===== src/rtl/digit_serial_alu.sv =====
// Digit-serial ALU: walks operands LSB-first, DIGIT bits per clock, through one
// DIGIT-wide adder slice plus a carry flop; result and flags register on exit from DONE.
module digit_serial_alu #(
  parameter int WIDTH = 32,
  parameter int DIGIT = 4
) (
  input  logic             clk,
  input  logic             Rst,
  input  logic             start,
  input  logic [2:0]       OP,
  input  logic [WIDTH-1:0] A,
  input  logic [WIDTH-1:0] B,
  output logic             ready,
  output logic             busy,
  output logic             done,
  output logic [WIDTH-1:0] F,
  output logic             ZF,
  output logic             CF,
  output logic             OF,
  output logic             SF,
  output logic             PF
);

  localparam int NDIG  = WIDTH / DIGIT;
  localparam int CNT_W = $clog2(NDIG + 1);

  localparam logic [2:0] OP_AND  = 3'b000;
  localparam logic [2:0] OP_OR   = 3'b001;
  localparam logic [2:0] OP_XOR  = 3'b010;
  localparam logic [2:0] OP_NOR  = 3'b011;
  localparam logic [2:0] OP_ADD  = 3'b100;
  localparam logic [2:0] OP_SUB  = 3'b101;
  localparam logic [2:0] OP_SLTU = 3'b110;
  localparam logic [2:0] OP_SLT  = 3'b111;

  generate
    if (WIDTH % DIGIT != 0) begin : g_bad_digit
      $error("digit_serial_alu: WIDTH must be a multiple of DIGIT");
    end
  endgenerate

  // SUB, SLTU and SLT all run as A + ~B + 1
  function automatic logic is_sub(input logic [2:0] op);
    return op[2] & (op[1] | op[0]);
  endfunction

  typedef enum logic [1:0] {S_IDLE, S_RUN, S_DONE} state_t;
  state_t state, state_nxt;

  logic [WIDTH-1:0] a_sr, b_sr, res_sr;
  logic [2:0]       op_r;
  logic             carry;
  logic [CNT_W-1:0] cnt;
  logic             c_in_msb, c_out;

  logic [DIGIT-1:0]       a_dig, b_raw, b_dig, res_dig;
  logic [DIGIT:0]         sum;
  logic                   msb_cin;
  logic [WIDTH+DIGIT-1:0] res_cat;
  logic                   last_dig;

  always_ff @(posedge clk) begin
    if (Rst) state <= S_IDLE;
    else     state <= state_nxt;
  end

  always_comb begin
    state_nxt = state;
    ready     = 1'b0;
    busy      = 1'b0;
    case (state)
      S_IDLE: begin
        ready = 1'b1;
        if (start) state_nxt = S_RUN;
      end
      S_RUN: begin
        busy = 1'b1;
        if (last_dig) state_nxt = S_DONE;
      end
      S_DONE:  state_nxt = S_IDLE;
      default: state_nxt = S_IDLE;
    endcase
  end

  assign last_dig = (cnt == CNT_W'(1));
  assign a_dig    = a_sr[DIGIT-1:0];
  assign b_raw    = b_sr[DIGIT-1:0];
  assign b_dig    = is_sub(op_r) ? ~b_raw : b_raw;
  assign sum      = {1'b0, a_dig} + {1'b0, b_dig} + {{DIGIT{1'b0}}, carry};
  // carry into the top bit of the slice recovered from the sum bit itself
  assign msb_cin  = a_dig[DIGIT-1] ^ b_dig[DIGIT-1] ^ sum[DIGIT-1];

  always_comb begin
    res_dig = sum[DIGIT-1:0];
    case (op_r)
      OP_AND:  res_dig = a_dig & b_raw;
      OP_OR:   res_dig = a_dig | b_raw;
      OP_XOR:  res_dig = a_dig ^ b_raw;
      OP_NOR:  res_dig = ~(a_dig | b_raw);
      default: res_dig = sum[DIGIT-1:0];
    endcase
  end

  // concatenate-then-slice keeps the shift legal when DIGIT == WIDTH
  assign res_cat = {res_dig, res_sr};

  always_ff @(posedge clk) begin
    if (state == S_IDLE && start) begin
      a_sr  <= A;
      b_sr  <= B;
      op_r  <= OP;
      carry <= is_sub(OP);
      cnt   <= CNT_W'(NDIG);
    end else if (state == S_RUN) begin
      a_sr   <= a_sr >> DIGIT;
      b_sr   <= b_sr >> DIGIT;
      res_sr <= res_cat[WIDTH+DIGIT-1:DIGIT];
      carry  <= sum[DIGIT];
      cnt    <= cnt - CNT_W'(1);
      if (last_dig) begin
        c_in_msb <= msb_cin;
        c_out    <= sum[DIGIT];
      end
    end
  end

  logic             of_arith, cf_fin, of_fin;
  logic [WIDTH-1:0] f_fin;

  always_comb begin
    of_arith = c_in_msb ^ c_out;
    f_fin    = res_sr;
    cf_fin   = 1'b0;
    of_fin   = 1'b0;
    case (op_r)
      OP_ADD: begin
        cf_fin = c_out;
        of_fin = of_arith;
      end
      OP_SUB: begin
        cf_fin = ~c_out;
        of_fin = of_arith;
      end
      OP_SLTU: f_fin = {{(WIDTH-1){1'b0}}, ~c_out};
      OP_SLT:  f_fin = {{(WIDTH-1){1'b0}}, res_sr[WIDTH-1] ^ of_arith};
      default: f_fin = res_sr;
    endcase
  end

  // result stage: outputs only move on the edge that leaves DONE
  always_ff @(posedge clk) begin
    if (Rst) begin
      done <= 1'b0;
      F    <= '0;
      ZF   <= 1'b0;
      CF   <= 1'b0;
      OF   <= 1'b0;
      SF   <= 1'b0;
      PF   <= 1'b0;
    end else begin
      done <= (state == S_DONE);
      if (state == S_DONE) begin
        F  <= f_fin;
        ZF <= ~|f_fin;
        CF <= cf_fin;
        OF <= of_fin;
        SF <= f_fin[WIDTH-1];
        PF <= ~^f_fin;
      end
    end
  end

endmodule

===== config.mk =====
export PLATFORM = sky130hd
export DESIGN_NAME = digit_serial_alu
export DESIGN_NICKNAME = d
export VERILOG_FILES = /design/src/rtl/digit_serial_alu.sv
export SDC_FILE = /design/constraint.sdc
export NUM_CORES = 1
export LEC_CHECK = 0
export CORE_MARGIN = 5
export CORE_UTILIZATION = 48
export CTS_CLUSTER_DIAMETER = 120
export DETAILED_ROUTE_END_ITERATION = 8
export PLACE_DENSITY = 0.69
export SYNTH_ARGS = -nofsm -noshare
export SYNTH_HDL_FRONTEND = slang
export SYNTH_SLANG_ARGS = --single-unit

===== constraint.sdc =====
create_clock -name clk -period 7.15 [get_ports clk]
set_input_delay 1.43 -clock clk [delete_from_list [all_inputs] [get_ports clk]]
set_output_delay 1.43 -clock clk [all_outputs]
set_load 0.02 [all_outputs]

# After elaboration in Yosys (flattened, before gate mapping)
# Cells that the tools add are included.
dict set report op_classes {
  eq_ne 12
  n_reduce_logical 11
  mux 16
  n_bitwise 15
  addsub 3
}
# cell n
set ops {}
lappend ops {{32-bit two-way mux} 4}
lappend ops {{32-bit case mux with 2 select lines} 1}
lappend ops {{32-bit OR reduction} 1}
lappend ops {{32-bit XNOR reduction} 1}
lappend ops {{4-bit case mux with 4 select lines} 1}
lappend ops {{3-bit == test (second input constant)} 4}
lappend ops {{4-bit inverter} 2}
lappend ops {{3-bit by 2-bit == test with 1-bit output (second input constant)} 2}
lappend ops {{4-bit by 4-bit adder with 5-bit output} 1}
lappend ops {{5-bit by 1-bit adder with 5-bit output} 1}
lappend ops {{1-bit two-way mux} 5}
lappend ops {{4-bit AND} 1}
lappend ops {{4-bit by 1-bit == test with 1-bit output (second input constant)} 1}
lappend ops {{2-bit two-way mux} 2}
lappend ops {{4-bit two-way mux} 1}
lappend ops {{2-bit inequality test (second input constant)} 2}
lappend ops {{4-bit bitwise OR} 1}
lappend ops {{2-bit case mux with 2 select lines} 1}
lappend ops {{2-bit AND reduction} 2}
lappend ops {{4-bit by 1-bit subtractor with 4-bit output (second input constant)} 1}
lappend ops {{1-bit bitwise XOR} 4}
lappend ops {{4-bit bitwise XOR} 1}
lappend ops {{3-bit by 1-bit == test with 1-bit output (second input constant)} 1}
lappend ops {{3-bit logical NOT} 1}
lappend ops {{12 further kinds} 15}
dict set report word_totals {
  word_cells 73
  ff_bits 146
  in_bits 70
}

# Longest topological paths before layout
# Gate-level depths: netlist of the first run.
dict set report logic_depth {
  depth_word 7
  mapped_depth 10
}

# Worst setup path after synthesis of the first run
# OpenSTA, ideal clock, no wires.
dict set report synth_path {
  path_type {input-to-reg}
  startpoint {input start}
  endpoint {register a_sr[0] (enable)}
  required_ps 6453
  cell_stages 3
  slack_ps 3458
  n_path_buf 1
  t_arrival_ps 2996
  cell_sequence {nand2_1 > clkbuf_1 > nand2_1}
}
dict set report synth_between {
  elab_chain_len 2
}
# item line
set synth_lines {}
lappend synth_lines {{start, declared} 9} ;# input logic start,
lappend synth_lines {{1-bit logical AND} 108} ;# if (state == S_IDLE && start) begin
lappend synth_lines {{2-bit nonzero test (no source line)} n/a}
lappend synth_lines {{end signal, assigned} 115} ;# a_sr <= a_sr >> DIGIT;
lappend synth_lines {{end, declared} 50} ;# logic [WIDTH-1:0] a_sr, b_sr, res_sr;
# No other way between the ends.
# A chain may end at the register's enable or synchronous reset.

# Final worst setup path of the first run
# Same ends and word-level chain as after synthesis.

==> results_dict.tcl, run 1 <==
set metrics [dict create \
    maxSlewViolCount 0 \
    dr.pass1.iters 5 \
    hold_start "F[15]" \
    path_buf_inv 3 \
    top_layer "met4" \
    cts_root_buffer "clkbuf_16" \
    synth_area_leader_cell "edfxtp_1" \
    met3_length_um 948 \
    yosysMostFrequentCell "nand2_1" \
    setup_tns_ps 0 \
    synth_nets 729 \
    die_x_um 125 \
    grt_max_degree 64 \
    cap_violations 0 \
    r2r-end "PF" \
    crit_family "buffers and inverters" \
    nFillCells 1059 \
    overflow 0 \
    r2r_slack_ps 4150 \
    crit_fanout 61 \
    gp_congestion 0.788 \
    wl_per_cell_um 14.2 \
    yosys-top-cells-area "edfxtp_1, nand2_1, dfxtp_1" \
    post-route-period-util_pct 50.5 \
    first_global_vias 4622 \
    fin_crit_ps 3610 \
    cts-htree-levels 4 \
    cp.arrival_ps 3750 \
    yosys.area.top_type_share_pct 47.9 \
    via_per_inst 5.08 \
    finalNetCount 829 \
    area_growth_pct 27.9 \
    skew_ps 13.4 \
    die_h_um 125 \
    cts_setup_buffers 0 \
    ios 110 \
    clockBufferDepth 2 \
    clock_latency_ps 420 \
    required_ps 7290 \
    synth_ff_type "edfxtp_1" \
    syn-instance-count 628 \
    io_buffers 109 \
    core_sq_um 13100 \
    drt_iter0_markers 293 \
    drc 0 \
    antenna_found_initial 0 \
    wl_met1_mm 5.64 \
    final_antenna_net_count 0 \
    grt_use_total_pct 16.9 \
    dieArea_sq_um 15700 \
    ir_worst_vdd_uv 154 \
    hold_viol_final 0 \
    synth-async-reset-ratio_pct 0 \
    ys_types 29 \
    cp-start-kind "input port" \
    cp_cell_sequence "clkdlybuf4s50_1 > nand2_2 > buf_4 > nand2_2 > buf_4" \
    cts_buffers 17 \
    rr_startpoint "op_r[1]" \
    cts_tree "yes" \
    num_vias 4654 \
    clkTransAtPathRegs_ps 60 \
    wl_mm 13.1 \
    status "finished clean" \
    holdPathStages 2 \
    synth.yosys.seq_area_share_pct 61.4 \
    start_util_pct 48.7 \
    cp-end-kind "register" \
    tightest_slew_ps 1090 \
    grt_pass1_wl_mm 21.5 \
    synth_common_cells "nand2_1, edfxtp_1, dfxtp_1" \
    drive_above_1_share_pct 5.67 \
    hold_buffers 0 \
    hp-class "register to register" \
    rows 42 \
    antennaDiodeCount 0 \
    cpPeakStageDelay_ps 660 \
    totalPowerFinal_w 0.00226 \
    fmax_mhz 277 \
    p_leak_nw 3.29 \
    cp_slowest_cell "nand2_2" \
    hold-path-endpoint "F[15]" \
    met2_length_mm 6.33 \
    ys_warn_count 0 \
    slew_headroom_pct 27.0 \
    finalSetupViolCount 0 \
    dp_hpwl_mm 8.97 \
    power_density_nw_per_um2 277 \
    synth_edf_count 102 \
    syn_area_per_cell_sq_um 10.2 \
    cts-resized-gates 0 \
    synth_area_sq_um 6390 \
    ys_seq_elements 145 \
    reg2regPathDepth 8 \
    numClockSinks 145 \
    rsz0062_at_grt "no" \
    worstSetupPathType "input port to register" \
]
[final cells by class]
type / count / area (sq um) / area share [%]
Clock buffer: 21 / 493 / 6.03
Clock inverter: 11 / 72.6 / 0.888
Inverter: 16 / 60.1 / 0.735
Multi-Input combinational cell: 433 / 2270 / 27.8
Sequential cell: 145 / 3920 / 48.0
Tap cell: 176 / 220 / 2.69
Timing Repair Buffer: 115 / 1140 / 13.9
[stage by stage]
stage                     hold WS [ps]  setup WS, ps  utilization (%)  instances  area (sq um)
after floorplan                    449          3460                -        628          6390
after global placement             441          3140             57.9        885          7610
after detailed placement           446          3050             57.9        885          7610
after CTS                          455          3500             62.2        917          8180
after global routing               472          3340             62.2        917          8180
final                              455          3540             62.2        917          8180
[kinds of logic (layout without fill, tap and decap cells)]
kind of cell	Yosys count	after routing	synth area share, %
multiplexers	1	1	0.157
flip-flops	145	145	61.4
AND/OR/NAND/NOR	312	312	19.8
AO/OA/AOI/OAI	61	61	5.21
buffers and inverters	50	163	3.29
XOR/XNOR	28	28	3.84
adder cells (fa/ha/maj)	31	31	6.30
[layer usage]
layer	vias to the layer above	GRT usage [%]
met2	135	28.0
met3	15	5.88
met5	-	0
met4	0	5.68
met1	2198	20.8
li1	2306	-
[registers in the layout (all words and copies together), names as in the netlist]
| signal | cells |
|---|---|
| cnt | 4 |
| c_out | 1 |
| ZF | 1 |
| op_r | 3 |
| PF | 1 |
| done | 1 |
| b_sr | 32 |
| CF | 1 |
| c_in_msb | 1 |
| res_sr | 32 |
| carry | 1 |
| state | 2 |
| F | 32 |
| OF | 1 |
| a_sr | 32 |
[power by group]
group | internal, W | leakage (nW) | switching, W
clock network | 0.000495 | 0.283 | 0.000344
registers | 0.00102 | 1.35 | 0.0000479
logic | 0.000165 | 1.65 | 0.000194
total | 0.00168 | 3.29 | 0.000587
[worst max-delay path by stage]
stage,from,depth (start not counted),endpoint,slack (ps)
2_1_floorplan,start,3,a_sr[0],3460
3_3_place_gp,start,5,a_sr[1],3140
3_5_place_dp,start,5,b_sr[0],3050
4_1_cts,start,5,a_sr[1],3500
5_1_grt,start,5,b_sr[8],3340
6_report,start,5,a_sr[0],3540
[worst register-to-register path, delay by kind of cell, from the launching register on]
kind / cells / cell delay, ps
AO/OA/AOI/OAI: 1 / 160
XOR/XNOR: 4 / 730
adder cells (fa/ha/maj): 1 / 290
AND/OR/NAND/NOR: 1 / 870
flip-flops: 1 / 560
multiplexers: 1 / 340
[cells in the final DEF, fill, tap and decap left out]
master           Yosys  routed
o21ai_0             12      12
buf_4                1       6
clkbuf_1            18       1
nand2_1            246     243
a211oi_1             4       4
clkinvlp_4           0       1
clkbuf_8             0       1
inv_1               15      15
nor2b_2              0       1
mux2i_1              1       1
xor2_1               6       6
clkinv_1             0       1
fa_1                 2       2
nor3b_1              2       2
clkinv_2             0       2
a22oi_1              2       2
clkdlybuf4s50_1      0     109
nor2_1              14      14
a21o_1               5       5
nand3_1             31      31
ha_1                29      29
nand2_2              0       3
and3_1               8       8
clkinv_4             0       1
inv_4                0       4
inv_6                0       2
o21ai_1              1       1
edfxtp_1           102     102
nand4_1              4       4
inv_2                1       1
nor4_1               2       2
clkbuf_16            0      19
nand2b_1             2       2
nor3_1               1       1
dfxtp_1             43      43
xnor2_1             22      22
nor2_4               1       1
a21oi_1             37      37
Note: power is estimated with default switching activity, not from simulation.
==> run 2, diff against run 1 <==
--- a/config.mk
+++ b/config.mk
@@ -9,7 +9,7 @@
 export CORE_UTILIZATION = 48
 export CTS_CLUSTER_DIAMETER = 120
 export DETAILED_ROUTE_END_ITERATION = 8
-export PLACE_DENSITY = 0.69
+export PLACE_DENSITY = 0.72
 export SYNTH_ARGS = -nofsm -noshare
 export SYNTH_HDL_FRONTEND = slang
 export SYNTH_SLANG_ARGS = --single-unit
==> constraint.sdc (replaced) <==
create_clock -name clk -period 2.9 [get_ports clk]
set_input_delay 0.58 -clock clk [delete_from_list [all_inputs] [get_ports clk]]
set_output_delay 0.58 -clock clk [all_outputs]
set_load 0.02 [all_outputs]
==> results_dict.tcl, run 2 (same netlist as run 1, synthesis figures left out) <==
set metrics [dict create \
    status "finished clean" \
    via_per_inst 5.03 \
    hp-class "register to register" \
    setup_tns_ps 0 \
    num_vias 4644 \
    hold_buffers 0 \
    fin_crit_ps 2630 \
    io_buffers 109 \
    finalSetupViolCount 0 \
    rows 42 \
    finalNetCount 836 \
    p_leak_nw 3.34 \
    first_global_vias 4620 \
    required_ps 3060 \
    skew_ps 7.79 \
    grt_use_total_pct 17.4 \
    clockBufferDepth 2 \
    cp-start-kind "register" \
    worstSetupPathType "register to register" \
    cp.arrival_ps 2790 \
    r2r-end "carry" \
    dieArea_sq_um 15700 \
    grt_max_degree 66 \
    drt_iter0_markers 291 \
    cts-htree-levels 4 \
    clock_latency_ps 410 \
    numClockSinks 145 \
    cts_setup_buffers 0 \
    wl_per_cell_um 14.5 \
    dp_hpwl_mm 9.58 \
    wl_mm 13.4 \
    die_h_um 125 \
    clkTransAtPathRegs_ps 60 \
    drive_above_1_share_pct 6.42 \
    rsz0062_at_grt "no" \
    post-place-ws_ps 292 \
    rr_startpoint "op_r[2]" \
    fin_hold_ws_ps 456 \
    fmax_mhz 381 \
    dr.pass1.iters 4 \
    final_cell_mix "nand2_1, clkdlybuf4s50_1, edfxtp_1, dfxtp_1, a21oi_1" \
    nFillCells 1049 \
    finalWorstSetupSlack_ps 272 \
    final_antenna_net_count 0 \
    core_sq_um 13100 \
    ios 110 \
    tightest_slew_ps 462 \
    start_util_pct 48.7 \
    antenna_found_initial 0 \
    hold_viol_final 0 \
    cts_root_buffer "clkbuf_16" \
    crit_fanout 11 \
    drc 0 \
    post-route-period-util_pct 90.6 \
    cap_violations 0 \
    hold-path-endpoint "F[24]" \
    die_x_um 125 \
    maxSlewViolCount 0 \
    power_density_nw_per_um2 679 \
    slew_headroom_pct 69.0 \
    cts_tree "yes" \
    cp-end-kind "register" \
    gp_congestion 0.812 \
    holdPathStages 2 \
    cts-resized-gates 0 \
    r2r_slack_ps 270 \
    layout_commonest_cell "nand2_1" \
    overflow 0 \
    grt_pass1_wl_mm 22.0 \
    hold_start "F[24]" \
    ir_worst_vdd_uv 430 \
    cts_buffers 17 \
    reg2regPathDepth 8 \
    antennaDiodeCount 0 \
    area_growth_pct 29.3 \
]
## run 2: power breakdown
group | total (W) | switching, W | internal, W
Combinational | 0.000907 | 0.000480 | 0.000426
Clock | 0.00209 | 0.000804 | 0.00129
Sequential | 0.00262 | 0.000116 | 0.00250
## run 2: worst max-delay path: stages, from the launching register on
cell	delay, ps
edfxtp_1	530
o21ai_1	330
xnor2_1	150
fa_1	430
fa_1	420
a21o_1	190
a21o_1	180
nand2_1	60
o21ai_0	80
## run 2: per-stage QoR
| step | cells | power, W | area, sq um | utilization (%) |
|---|---|---|---|---|
| after floorplan | 628 | 0.00326 | 6390 | - |
| after global placement | 892 | 0.00351 | 7690 | 58.5 |
| after detailed placement | 892 | 0.00357 | 7690 | 58.5 |
| after CTS | 924 | 0.00567 | 8270 | 62.9 |
| after global routing | 924 | 0.00589 | 8270 | 62.9 |
| final | 924 | 0.00562 | 8270 | 62.9 |
## run 2: worst max path at each step
stage	cells after the start	startpoint	to
after global routing	8	op_r[2]	carry
after detailed placement	8	op_r[2]	carry
after floorplan	3	start	a_sr[0]
after global placement	8	op_r[2]	carry
after CTS	8	op_r[2]	carry
final	8	op_r[2]	carry
## run 2: layout make-up
cell class	instances	area, sq um	share of cell area [%]
well taps	176	220	2.66
clock inverters	8	46.3	0.560
flip-flops and latches	145	3920	47.5
repair buffers	122	1210	14.7
multi-input cells	433	2270	27.4
clock buffers	24	536	6.48
inverters	16	60.1	0.726
## run 2: per-layer routing
layer / vias to the layer above / part of all wire, % / routed length (um) / global-route usage (%)
met4: 0 / 2.3 / 304 / 7.21
met1: 2122 / 41 / 5460 / 20.8
li1: 2316 / - / - / -
met2: 177 / 49 / 6560 / 28.2
met5: - / 0 / 0 / 0
met3: 29 / 8.1 / 1090 / 6.95
==> run 3, diff against run 2 <==
--- a/config.mk
+++ b/config.mk
@@ -5,6 +5,7 @@
 export SDC_FILE = /design/constraint.sdc
 export NUM_CORES = 1
 export LEC_CHECK = 0
+export CAP_MARGIN = 5
 export CORE_MARGIN = 5
 export CORE_UTILIZATION = 48
 export CTS_CLUSTER_DIAMETER = 120
==> results of run 3 <==
No change in the layout: final DEF, timing and power equal those of run 2.
